===== src/rtl/remote_comm_pkg.sv =====
// Shared constants for the remote command link: opcodes, acknowledge byte,
// and a helper to build a command word.
package remote_comm_pkg;

    localparam logic [2:0] OP_CAL   = 3'b000;
    localparam logic [2:0] OP_HDNG  = 3'b001;
    localparam logic [2:0] OP_MOVE  = 3'b010;
    localparam logic [2:0] OP_SOLVE = 3'b011;

    localparam logic [7:0] ACK = 8'hA5;

    localparam int STATE_W = 2;

    // Bit 12 is unused by the command format and is sent as zero.
    function automatic logic [15:0] make_cmd(input logic [2:0] op, input logic [11:0] operand);
        return {op, 1'b0, operand};
    endfunction

endpackage


===== src/rtl/remote_comm_if.sv =====
// Command/response bus between a requester and remote_comm.
interface remote_comm_if;
    import remote_comm_pkg::*;

    // snd_cmd is a request that is accepted only on an edge where busy is low
    // (busy low acts as ready); cmd must be stable on that edge. cmd_snt and
    // timeout are one-cycle pulses; resp is valid while resp_rdy is high.
    logic [15:0]        cmd;
    logic               snd_cmd;
    logic               cmd_snt;
    logic [7:0]         resp;
    logic               resp_rdy;
    logic               timeout;
    logic               busy;
    logic [STATE_W-1:0] state;

    modport master (
        output cmd, snd_cmd,
        input  cmd_snt, resp, resp_rdy, timeout, busy, state
    );

    modport slave (
        input  cmd, snd_cmd,
        output cmd_snt, resp, resp_rdy, timeout, busy, state
    );

endinterface


===== src/rtl/remote_comm_uart.sv =====
// 8N1 UART. tx_done is a level set at the end of the stop bit and cleared
// by the next trmt; rx_rdy is set at mid stop bit and cleared by clr_rx_rdy.
module remote_comm_uart #(
    parameter int BAUD_CYC = 434
) (
    input  logic       clk,
    input  logic       rst_n,
    input  logic       rx_i,
    output logic       tx_o,
    input  logic       trmt_i,
    input  logic [7:0] tx_data_i,
    output logic       tx_done_o,
    output logic       rx_rdy_o,
    output logic [7:0] rx_data_o,
    input  logic       clr_rx_rdy_i
);

    localparam int            CW       = $clog2(BAUD_CYC);
    localparam logic [CW-1:0] BIT_END  = CW'(BAUD_CYC - 1);
    localparam logic [CW-1:0] HALF_BIT = CW'(BAUD_CYC / 2 - 1);

    logic          tx_busy_q;
    logic [9:0]    tx_shift_q;
    logic [CW-1:0] tx_baud_q;
    logic [3:0]    tx_bit_q;
    logic          tx_done_q;

    always_ff @(posedge clk or negedge rst_n) begin
        if (!rst_n) begin
            tx_busy_q  <= 1'b0;
            tx_shift_q <= '1;
            tx_baud_q  <= '0;
            tx_bit_q   <= '0;
            tx_done_q  <= 1'b0;
        end else if (trmt_i) begin
            tx_busy_q  <= 1'b1;
            tx_shift_q <= {1'b1, tx_data_i, 1'b0};
            tx_baud_q  <= '0;
            tx_bit_q   <= '0;
            tx_done_q  <= 1'b0;
        end else if (tx_busy_q) begin
            if (tx_baud_q == BIT_END) begin
                tx_baud_q  <= '0;
                tx_shift_q <= {1'b1, tx_shift_q[9:1]};
                if (tx_bit_q == 4'd9) begin
                    tx_busy_q <= 1'b0;
                    tx_done_q <= 1'b1;
                end else begin
                    tx_bit_q <= tx_bit_q + 4'd1;
                end
            end else begin
                tx_baud_q <= tx_baud_q + CW'(1);
            end
        end
    end

    // Combinational from flops so reset forces the line idle immediately.
    assign tx_o      = tx_busy_q ? tx_shift_q[0] : 1'b1;
    assign tx_done_o = tx_done_q;

    logic          rx_meta_q;
    logic          rx_sync_q;
    logic          rx_busy_q;
    logic [CW-1:0] rx_cnt_q;
    logic [3:0]    rx_bit_q;
    logic [7:0]    rx_shift_q;
    logic [7:0]    rx_data_q;
    logic          rx_rdy_q;

    always_ff @(posedge clk or negedge rst_n) begin
        if (!rst_n) begin
            rx_meta_q  <= 1'b1;
            rx_sync_q  <= 1'b1;
            rx_busy_q  <= 1'b0;
            rx_cnt_q   <= '0;
            rx_bit_q   <= '0;
            rx_shift_q <= '0;
            rx_data_q  <= '0;
            rx_rdy_q   <= 1'b0;
        end else begin
            rx_meta_q <= rx_i;
            rx_sync_q <= rx_meta_q;
            if (clr_rx_rdy_i) begin
                rx_rdy_q <= 1'b0;
            end
            if (!rx_busy_q) begin
                if (!rx_sync_q) begin
                    rx_busy_q <= 1'b1;
                    rx_cnt_q  <= HALF_BIT;
                    rx_bit_q  <= '0;
                end
            end else if (rx_cnt_q != '0) begin
                rx_cnt_q <= rx_cnt_q - CW'(1);
            end else begin
                rx_cnt_q <= BIT_END;
                if (rx_bit_q == 4'd0) begin
                    // A start bit that is high again at mid-bit was a glitch.
                    if (rx_sync_q) begin
                        rx_busy_q <= 1'b0;
                    end else begin
                        rx_bit_q <= 4'd1;
                    end
                end else if (rx_bit_q == 4'd9) begin
                    rx_busy_q <= 1'b0;
                    rx_data_q <= rx_shift_q;
                    rx_rdy_q  <= 1'b1;
                end else begin
                    rx_shift_q <= {rx_sync_q, rx_shift_q[7:1]};
                    rx_bit_q   <= rx_bit_q + 4'd1;
                end
            end
        end
    end

    assign rx_rdy_o  = rx_rdy_q;
    assign rx_data_o = rx_data_q;

endmodule


===== src/rtl/remote_comm.sv =====
// Sends a 16-bit command as two UART bytes (high first), then waits a
// bounded time for a single response byte.
module remote_comm
    import remote_comm_pkg::*;
#(
    parameter int BAUD_CYC    = 434,
    parameter int TIMEOUT_CYC = 25_000_000
) (
    input  logic          clk,
    input  logic          rst_n,
    input  logic          RX,
    output logic          TX,
    remote_comm_if.slave  bus
);

    typedef enum logic [STATE_W-1:0] {IDLE, TX_HI, TX_LO, WAIT_RESP} state_t;

    localparam int            TW   = $clog2(TIMEOUT_CYC) + 1;
    localparam logic [TW-1:0] TERM = TW'(TIMEOUT_CYC - 1);

    state_t        state_q, state_d;
    logic [7:0]    lo_q, lo_d;
    logic [7:0]    resp_q, resp_d;
    logic          resp_rdy_q, resp_rdy_d;
    logic [TW-1:0] cnt_q, cnt_d;

    logic       trmt;
    logic [7:0] tx_data;
    logic       tx_done;
    logic       rx_rdy;
    logic [7:0] rx_data;
    logic       clr_rx_rdy;
    logic       cmd_snt;
    logic       timeout;

    remote_comm_uart #(.BAUD_CYC(BAUD_CYC)) u_uart (
        .clk          (clk),
        .rst_n        (rst_n),
        .rx_i         (RX),
        .tx_o         (TX),
        .trmt_i       (trmt),
        .tx_data_i    (tx_data),
        .tx_done_o    (tx_done),
        .rx_rdy_o     (rx_rdy),
        .rx_data_o    (rx_data),
        .clr_rx_rdy_i (clr_rx_rdy)
    );

    always_ff @(posedge clk or negedge rst_n) begin
        if (!rst_n) begin
            state_q    <= IDLE;
            lo_q       <= '0;
            resp_q     <= 8'h00;
            resp_rdy_q <= 1'b0;
            cnt_q      <= '0;
        end else begin
            state_q    <= state_d;
            lo_q       <= lo_d;
            resp_q     <= resp_d;
            resp_rdy_q <= resp_rdy_d;
            cnt_q      <= cnt_d;
        end
    end

    always_comb begin
        state_d    = state_q;
        lo_d       = lo_q;
        resp_d     = resp_q;
        resp_rdy_d = resp_rdy_q;
        cnt_d      = cnt_q;
        trmt       = 1'b0;
        tx_data    = lo_q;
        clr_rx_rdy = 1'b0;
        cmd_snt    = 1'b0;
        timeout    = 1'b0;

        // Outside WAIT_RESP any received byte is unsolicited and dropped.
        if (rx_rdy && state_q != WAIT_RESP) begin
            clr_rx_rdy = 1'b1;
        end

        unique case (state_q)
            IDLE: begin
                if (bus.snd_cmd) begin
                    lo_d       = bus.cmd[7:0];
                    trmt       = 1'b1;
                    tx_data    = bus.cmd[15:8];
                    resp_rdy_d = 1'b0;
                    state_d    = TX_HI;
                end
            end
            TX_HI: begin
                if (tx_done) begin
                    trmt    = 1'b1;
                    tx_data = lo_q;
                    state_d = TX_LO;
                end
            end
            TX_LO: begin
                if (tx_done) begin
                    cmd_snt = 1'b1;
                    cnt_d   = '0;
                    state_d = WAIT_RESP;
                end
            end
            WAIT_RESP: begin
                // A response arriving on the terminal cycle still wins.
                if (rx_rdy) begin
                    resp_d     = rx_data;
                    resp_rdy_d = 1'b1;
                    clr_rx_rdy = 1'b1;
                    state_d    = IDLE;
                end else if (cnt_q == TERM) begin
                    timeout = 1'b1;
                    state_d = IDLE;
                end else begin
                    cnt_d = cnt_q + TW'(1);
                end
            end
            default: state_d = IDLE;
        endcase
    end

    assign bus.cmd_snt  = cmd_snt;
    assign bus.timeout  = timeout;
    assign bus.resp     = resp_q;
    assign bus.resp_rdy = resp_rdy_q;
    assign bus.busy     = (state_q != IDLE);
    assign bus.state    = state_q;

endmodule

===== src/flat_wrapper.sv =====
// flat-port wrapper written by rule: the top's interface ports become plain ports
module remote_comm_flat import remote_comm_pkg::*;
#(
    parameter int BAUD_CYC    = 434,
    parameter int TIMEOUT_CYC = 25_000_000
)
  (clk, rst_n, RX, TX, bus_cmd, bus_snd_cmd, bus_cmd_snt, bus_resp, bus_resp_rdy, bus_timeout, bus_busy, bus_state);
  remote_comm_if bus_i ();
  input  logic clk;
  input  logic rst_n;
  input  logic RX;
  output logic TX;
  input wire logic [$bits(bus_i.cmd)-1:0] bus_cmd;
  input wire logic [$bits(bus_i.snd_cmd)-1:0] bus_snd_cmd;
  output wire logic [$bits(bus_i.cmd_snt)-1:0] bus_cmd_snt;
  output wire logic [$bits(bus_i.resp)-1:0] bus_resp;
  output wire logic [$bits(bus_i.resp_rdy)-1:0] bus_resp_rdy;
  output wire logic [$bits(bus_i.timeout)-1:0] bus_timeout;
  output wire logic [$bits(bus_i.busy)-1:0] bus_busy;
  output wire logic [$bits(bus_i.state)-1:0] bus_state;
  assign bus_i.cmd = bus_cmd;
  assign bus_i.snd_cmd = bus_snd_cmd;
  assign bus_cmd_snt = bus_i.cmd_snt;
  assign bus_resp = bus_i.resp;
  assign bus_resp_rdy = bus_i.resp_rdy;
  assign bus_timeout = bus_i.timeout;
  assign bus_busy = bus_i.busy;
  assign bus_state = bus_i.state;
  remote_comm #(.BAUD_CYC(BAUD_CYC), .TIMEOUT_CYC(TIMEOUT_CYC)) u_core (.clk(clk), .rst_n(rst_n), .RX(RX), .TX(TX), .bus(bus_i));
endmodule

===== config.mk =====
export PLATFORM = sky130hd
export DESIGN_NAME = remote_comm_flat
export DESIGN_NICKNAME = d
export VERILOG_FILES = /design/src/rtl/remote_comm_pkg.sv /design/src/rtl/remote_comm_if.sv /design/src/rtl/remote_comm_uart.sv /design/src/rtl/remote_comm.sv /design/src/flat_wrapper.sv
export SDC_FILE = /design/constraint.sdc
export NUM_CORES = 1
export LEC_CHECK = 0
export BUFFER_PORTS_ARGS = -buffer_cell sky130_fd_sc_hd__buf_4
export CELL_PAD_IN_SITES_DETAIL_PLACEMENT = 0
export CELL_PAD_IN_SITES_GLOBAL_PLACEMENT = 1
export CORE_MARGIN = 2
export CORE_UTILIZATION = 40
export CTS_CLUSTER_DIAMETER = 200
export DETAILED_ROUTE_END_ITERATION = 8
export GPL_ROUTABILITY_DRIVEN = 0
export PLACE_DENSITY_LB_ADDON = 0.1
export SLEW_MARGIN = 0
export SYNTH_ARGS = -nofsm -noshare
export SYNTH_HDL_FRONTEND = slang
export SYNTH_SLANG_ARGS = --single-unit

===== constraint.sdc =====
create_clock -name clk -period 3.3 [get_ports clk]
set_input_delay 0.66 -clock clk [delete_from_list [all_inputs] [get_ports clk]]
set_output_delay 0.66 -clock clk [all_outputs]
set_load 0.05 [all_outputs]

Word-level counts from Yosys, hierarchy flattened
Cells that the tools add are included.
{"block": "totals", "output_inout_bits": 15, "in_bits": 20, "regBits": 103, "word_cells": 130}
{"block": "op_classes", "bitwise": 3, "reduce_logical": 21, "muxes": 63, "add_sub_neg": 5, "eq_ne": 20}
{"op": "$mux W26", "n": 3}
{"op": "$mux W9", "n": 6}
{"op": "$pmux W26 S2", "n": 1}
{"op": "$mux W4", "n": 10}
{"op": "$mux W1", "n": 30}
{"op": "$mux W10", "n": 3}
{"op": "$add A26 B1 Y26 const B", "n": 1}
{"op": "$eq A26 B25 Y1 const B", "n": 1}
{"op": "$reduce_and A4 Y1", "n": 5}
{"op": "$mux W8", "n": 2}
{"op": "$ne A2 B2 Y1 const B", "n": 8}
{"op": "$reduce_bool A2 Y1", "n": 6}
{"op": "$mux W2", "n": 5}
{"op": "$add A9 B1 Y9 const B", "n": 1}
{"op": "$eq A9 B9 Y1 const B", "n": 1}
{"op": "$reduce_and A3 Y1", "n": 3}
{"op": "$reduce_bool A9 Y1", "n": 1}
{"op": "$sub A9 B1 Y9 const B", "n": 1}
{"op": "$add A4 B1 Y4 const B", "n": 2}
{"op": "$eq A4 B4 Y1 const B", "n": 2}
{"op": "$pmux W2 S4", "n": 1}
{"op": "$ne A3 B3 Y1 const B", "n": 2}
{"op": "$reduce_and A2 Y1", "n": 3}
{"op": "$eq A2 B2 Y1 const B", "n": 2}
{"op": "other kinds (8)", "n": 12}

Longest topological paths before layout
Gate-level depths: netlist of run 1.
{"block": "depth", "word_depth": 10, "mapped_depth": 8, "depth_no_buf": 7}

By module
From an unflattened synthesis of run 1, not the netlist that was laid out.
{"block": "hier_totals", "hier_cells": 534, "area_unflattened_um2": 5273.8}
{"module": "remote_comm_uart", "n_inst": 1, "area_per_inst_um2": 2778.9, "seq_area_each_um2": 1440.1, "cells_each": 256}
{"module": "remote_comm", "n_inst": 1, "area_per_inst_um2": 2494.9, "seq_area_each_um2": 1126.1, "cells_each": 278}

Worst setup path before layout of run 1
Ideal clock, no wire load.
{"block": "synth_timing", "path_type": "register -> output", "startpoint": "register u_core.state_q[1], in the netlist u_core.bus.state[1]", "endpoint": "output bus_timeout", "n_path_buf": 2, "t_required_ns": 2.640, "slack_ns": 0.740, "arrival_time_ns": 1.900, "path_stages_with_launch": 5, "cell_sequence": "dfrtp_1 ha_1 clkbuf_1 clkbuf_1 and3_1"}
{"block": "synth_via", "elab_chain_cells": 2}
{"element": "start: declaration", "line": "remote_comm.sv:21", "source": "state_t state_q, state_d;"}
{"element": "start signal: assignment", "line": "remote_comm.sv:57", "source": "state_q <= state_d;"}
{"element": "$eq A2 B2 Y1", "line": "remote_comm.sv:82", "source": "unique case (state_q)"}
{"element": "$mux W1", "line": "remote_comm.sv:82"}
{"element": "end: declaration", "line": "flat_wrapper.sv:18", "source": "output wire logic [$bits(bus_i.timeout)-1:0] bus_timeout;"}
No other way between the ends.

Worst setup path after layout of run 1
{"block": "layout_timing", "startpoint": "register u_core.cnt_q[11]", "endpoint": "output bus_timeout"}
{"block": "layout_via", "elab_chain_cells": 4}
{"element": "start: declaration", "line": "remote_comm.sv:25", "source": "logic [TW-1:0] cnt_q, cnt_d;"}
{"element": "start signal: assignment", "line": "remote_comm.sv:61", "source": "cnt_q <= cnt_d;"}
{"element": "$eq A26 B25 Y1", "line": "remote_comm.sv:113", "source": "end else if (cnt_q == TERM) begin"}
{"element": "$mux W1", "line": "remote_comm.sv:113"}
{"element": "$mux W1", "line": "remote_comm.sv:108", "source": "if (rx_rdy) begin"}
{"element": "$mux W1", "line": "remote_comm.sv:82"}
No other way between the ends.

==> reports/qor.yml, run 1 <==
status: "finished, final reports clean"
slew-limit-headroom_pct: 46.4
r2r_cells: 7
grt_max_degree: 54
layout_common_cells: "91 x dfrtp_1, 55 x nand2_1, 49 x o21ai_0, 43 x buf_4, 37 x nor2_1"
cpMostUsedCell: "buf_4"
clockBufferDepth: 2
cp.arrival_ns: 2.06
grt_antenna_before_repair: 0
ctsResizeCount: 0
ir_drop_mv: 0.305
cts_max_level: 3
yosys_warnings: 0
clock_latency_ns: 0.35
dieWidth_um: 118
cpPeakStageDelay_ns: 0.46
finalPower_mw: 2.31
dp_hpwl_um: 8120
min_path_type: "primary input to asynchronous set/reset pin"
final.period_utilization_pct: 82.3
cts_root_buf: "clkbuf_16"
path_cells: "and4_1 -> nand3_1 -> nor4_1 -> buf_4 -> and3_1 -> buf_4"
cp_max_fo: 8
cp_slowest_cell: "dfrtp_1"
port-buffer-count: 34
power_frac_comb_pct: 2.0
power_density_mw_per_mm2: 389
grt_pass1_vias: 3882
setup_viol: 0
internal-power_mw: 1.82
synth_top_area_cell: "dfrtp_1"
start_kind: "flip-flop"
pre_cts_slack_ns: 0.674
wl_per_cell_um: 15.8
drtPass1Iterations: 4
rsz0062_at_grt: "no"
swShare_pct: 21.2
via_per_inst: 5.51
syn_area_mm2: 0.00519
power_frac_clock_pct: 43.7
finalHoldViolCount: 0
ys_types: 59
period_minus_slack_ns: 2.72
mostFrequentLayoutCell: "dfrtp_1"
p_leak_nw: 2.67
worst_slew_pin_slew_ns: 0.801
cts.reportedPaths.clkPinSlew_ns: 0.07
grtUsageTotal_pct: 17.8
synth_top_flop_cell: "dfrtp_1"
ant_nets: 0
hold_buffers: 0
pwr-share-seq_pct: 54.3
cts.sink_count: 102
p_sw_mw: 0.490
fin_ws_ns: 0.585
synth_area_leaders: "dfrtp_1 44%, mux2_2 7.8%, dfstp_2 5.6%, o21ai_0 4.7%, nand2_1 4.0%"
area_growth_pct: 14.6
final_area_mm2: 0.00595
fp.coreArea_mm2: 0.0127
drt_iter0_markers: 263
grt-ovfl-total: 0
critPathRequiredTime_ns: 2.64
num_io_pins: 35
dp_cells: 715
fin_worst_skew_ns: 0.00555
syn-num-nets: 553
finalNetCount: 588
worstSetupPathType: "flip-flop to output pin"
n_antenna_cell: 0
async_flop_share_pct: 100
tns_ns: 0
slew_violations: 0
place_area_mm2: 0.00567
drive_gt1_share_pct: 20.9
row_count: 41
num-fill-cells: 1239
dieArea_mm2: 0.0139
fmax_mhz: 368
synth_cells: 519
cts_setup_buffers: 0
ys_seq_area_share_pct: 49.4
final_cell_count_no_fill: 731
grt_pass1_wl_um: 20000
cts_buffers: 9
cap_viol_max_count: 0
end_kind: "output pin"
wirelength_um: 11500
num_vias: 4025
synth_edf_count: 0
die_y_um: 118
synth_top_area_share_pct: 43.9
finalCoreUtilization_pct: 47.0
start_util_pct: 41.0
tritoncts: "yes"
ys_ff_latch: 102
timing.hold.ws_ns: 0.339
drc: 0
syn-mean-instance-area_um2: 10.0
==> power by group through the flow <==
stage	sequential (mW)	clock (mW)	combinational [mW]
6_report	1.26	1.01	0.0472
5_1_grt	1.25	1.09	0.0547
4_1_cts	1.25	1.05	0.0500
3_5_place_dp	1.28	0	0.0498
3_3_place_gp	1.28	0	0.0493
2_1_floorplan	1.28	0	0.00330
==> synthesized netlist by cell type (3+ instances only) <==
cell type  number
nor3b_1         3
dfrtp_1        91
nand2b_1        4
a21oi_1        19
a21o_1          5
o211ai_1        3
clkbuf_1       15
and3_1          3
nor2_1         37
mux2i_1         4
mux2_2         36
nor4_1         11
a31oi_1         9
ha_1           14
xor2_1          6
or4_1           4
nor3_1          3
nand4_1        15
o31ai_1         7
inv_1          19
nand2_1        55
dfstp_2        11
and2_1          3
xnor2_1         7
and4_1          6
nand3_1        36
o21ai_0        49
buf_2           3
==> path summary, 6_finish.rpt <==
| path | start | to | slack, ns |
|---|---|---|---|
| hold reg to reg | u_core.u_uart.rx_meta_q$_DFF_PN1_ | u_core.u_uart.rx_sync_q$_DFF_PN1_ | 0.35 |
| setup reg to reg | u_core.u_uart.rx_cnt_q[0]$_DFFE_PN0N_ | u_core.u_uart.rx_data_o[7]$_DFFE_PN0P_ | 0.70 |
| setup / recovery | u_core.cnt_q[11]$_DFFE_PN0P_ | bus_timeout | 0.58 |
| max in group asynchronous | rst_n | u_core.u_uart.rx_shift_q[7]$_DFFE_PN0P_ | 2.24 |
| min in group clk | u_core.u_uart.rx_meta_q$_DFF_PN1_ | u_core.u_uart.rx_sync_q$_DFF_PN1_ | 0.35 |
| hold / removal | rst_n | u_core.cnt_q[4]$_DFFE_PN0P_ | 0.34 |
==> state kept, by name (all words and copies together) (netlist names), 4 cells and up <==
register,cells
u_core.bus.resp,8
u_core.cnt_q,26
u_core.lo_q,8
u_core.u_uart.rx_bit_q,4
u_core.u_uart.rx_cnt_q,9
u_core.u_uart.rx_data_o,8
u_core.u_uart.rx_shift_q,8
u_core.u_uart.tx_baud_q,9
u_core.u_uart.tx_bit_q,4
u_core.u_uart.tx_shift_q,9
==> kinds of logic (layout without fill, tap and decap cells) <==
logic type,count (synthesis),after routing,synth area share (%)
fa+ha+maj,14,14,3.37
buf+inv,39,79,2.92
compound gates,112,112,13.2
mux,40,40,8.58
flops,102,102,49.4
xor+xnor,13,13,2.19
simple gates,199,199,20.4
==> worst max-delay path, delay by kind of cell, from the launching register on <==
kind          cells  cell delay, ns
buf+inv           2            0.38
flops             1            0.46
simple gates      4            0.87
==> area by class of cell <==
class	count	area, um^2	share of cell area, %
clock buffers	13	260	4.37
clock inverters	3	20.0	0.336
inverters	19	71.3	1.20
multi-input cells	378	2470	41.6
flip-flops and latches	102	2570	43.1
well taps	172	215	3.62
repair buffers	44	343	5.76
==> metal layers <==
layer  vias up  part of all wire, %  track usage [%]
met1      1976                   47             24.3
li1       1962                    -                -
met2        73                   48             28.1
met4         0                  1.9             6.10
met5         -                    0                0
met3        14                  3.6             3.88
(Power assumes the default switching activity.)
==> inputs of run 2 (changes only) <==
- clock period: 3.3 -> 2.57 ns (I/O delays scaled with it)
==> run 2 against run 1 <==
- non-clock buffer count rose by 10
- cell count rose by 1.4%
- clock skew rose by 0.0026 ns
- sequential share of layout area fell by 0.80 points
- critical endpoint unchanged
- setup slack got worse by 0.46 ns
- design area rose by 2.0%
- combinational power rose by 34%
- largest power group unchanged
- critical path type unchanged
==> reports/qor.yml, run 2 (synthesized netlist as in run 1, its figures left out) <==
cap_viol_max_count: 0
die_y_um: 118
cts.reportedPaths.clkPinSlew_ns: 0.07
final.period_utilization_pct: 95.3
port-buffer-count: 34
status: "finished, final reports clean"
dp_hpwl_um: 8190
grtUsageTotal_pct: 17.8
clock_latency_ns: 0.35
start_util_pct: 41.0
cp_slowest_cell: "dfrtp_1"
dieWidth_um: 118
cts_root_buf: "clkbuf_16"
fin_ws_ns: 0.122
grt_max_degree: 38
via_per_inst: 5.41
wl_per_cell_um: 15.6
worstSetupPathType: "flip-flop to output pin"
p_leak_nw: 2.73
fmax_mhz: 408
power_density_mw_per_mm2: 513
r2r_cells: 8
cpPeakStageDelay_ns: 0.42
ir_drop_mv: 0.489
r2r_slack_ns: 0.19
layout_common_cells: "89 x dfrtp_1, 55 x nand2_1, 53 x buf_4, 49 x o21ai_0, 37 x nor2_1"
dieArea_mm2: 0.0139
grt-ovfl-total: 0
crit_path_start: "u_core.cnt_q[18]$_DFFE_PN0P_"
path_cells: "and4_1 -> nand3_1 -> nor4_2 -> and3_1 -> buf_4"
r2r_end: "u_core.u_uart.rx_data_o[0]$_DFFE_PN0P_"
min_path_type: "primary input to asynchronous set/reset pin"
hold_buffers: 0
fp.coreArea_mm2: 0.0127
n_antenna_cell: 0
finalNetCount: 598
end_kind: "output pin"
fin_worst_skew_ns: 0.00812
setup_viol: 0
regMostFlops: "u_core.cnt_q"
drt_iter0_markers: 327
wirelength_um: 11600
cts_buffers: 9
rsz0062_at_grt: "no"
cts.sink_count: 102
drtPass1Iterations: 4
mostFrequentLayoutCell: "dfrtp_1"
row_count: 41
reg2reg_from: "u_core.u_uart.rx_cnt_q[0]$_DFFE_PN0N_"
num_io_pins: 35
critPathRequiredTime_ns: 2.06
grt_pass1_vias: 3979
pre_cts_slack_ns: 0.194
worst_slew_pin_slew_ns: 0.738
cp.arrival_ns: 1.93
num_vias: 4007
cp_max_fo: 6
cts_max_level: 3
area_growth_pct: 16.9
slew_violations: 0
drive_gt1_share_pct: 23.6
ant_nets: 0
period_minus_slack_ns: 2.45
start_kind: "flip-flop"
drc: 0
largest_register_ffs: 26
finalCoreUtilization_pct: 47.9
grt_antenna_before_repair: 0
tritoncts: "yes"
finalHoldViolCount: 0
clockBufferDepth: 2
tns_ns: 0
grt_pass1_wl_um: 20100
slew-limit-headroom_pct: 50.6
-- run 2: stage by stage --
stage	power (mW)	area (um^2)	hold slack, ns	instances
after global routing	3.23	6070	0.0815	741
final	3.11	6070	0.0636	741
after floorplan	1.64	5190	0.218	519
after global placement	1.71	5750	0.348	725
after CTS	3.17	6060	0.0657	741
after detailed placement	1.71	5750	0.349	725
-- run 2: critical path, delay by kind of cell, from the launching register on --
kind	cells	cell delay (ns)
and+or+nand+nor	4	0.96
DFF	1	0.42
buffers and inverters	1	0.20
-- run 2: how the worst max path moves through the flow --
stage               depth (start not counted)  slack, ns                                     end
global route                                5      0.006                             bus_timeout
CTS                                         5       0.03                             bus_timeout
detailed placement                          8       0.19  u_core.u_uart.rx_data_o[0]$_DFFE_PN0P_
global placement                            8       0.26  u_core.u_uart.rx_data_o[1]$_DFFE_PN0P_
floorplan                                   8       0.09            u_core.cnt_q[22]$_DFFE_PN0P_
finish                                      5       0.12                             bus_timeout
-- run 2: layout make-up --
| class | count | area (um^2) |
|---|---|---|
| Tap cell | 172 | 215 |
| Fill cell | 1203 | 6600 |
| Clock buffer | 10 | 239 |
| Sequential cell | 102 | 2570 |
| Timing Repair Buffer | 54 | 418 |
| Inverter | 19 | 71.3 |
| Multi-Input combinational cell | 378 | 2480 |
| Clock inverter | 6 | 73.8 |
-- run 2: timing repair --
action | CTS | global route
endpoints found under the hold margin | 0 | 0
gates resized for setup | 0 | 5
endpoints found under the setup margin | 0 | 1
setup buffers | 0 | 0
-- run 2: layer usage --
| metal | track usage, % | part of all wire [%] | wire [um] |
|---|---|---|---|
| met3 | 4.70 | 3.4 | 397 |
| met2 | 28.7 | 48 | 5560 |
| met1 | 23.8 | 48 | 5550 |
| met5 | 0 | 0 | 0 |
| met4 | 4.59 | 0.68 | 79 |
-- run 2: power breakdown --
group / internal, mW / switching (mW) / leakage (nW)
logic: 0.0250 / 0.0380 / 1.24
registers: 1.61 / 0.00351 / 1.34
clock network: 0.796 / 0.641 / 0.148
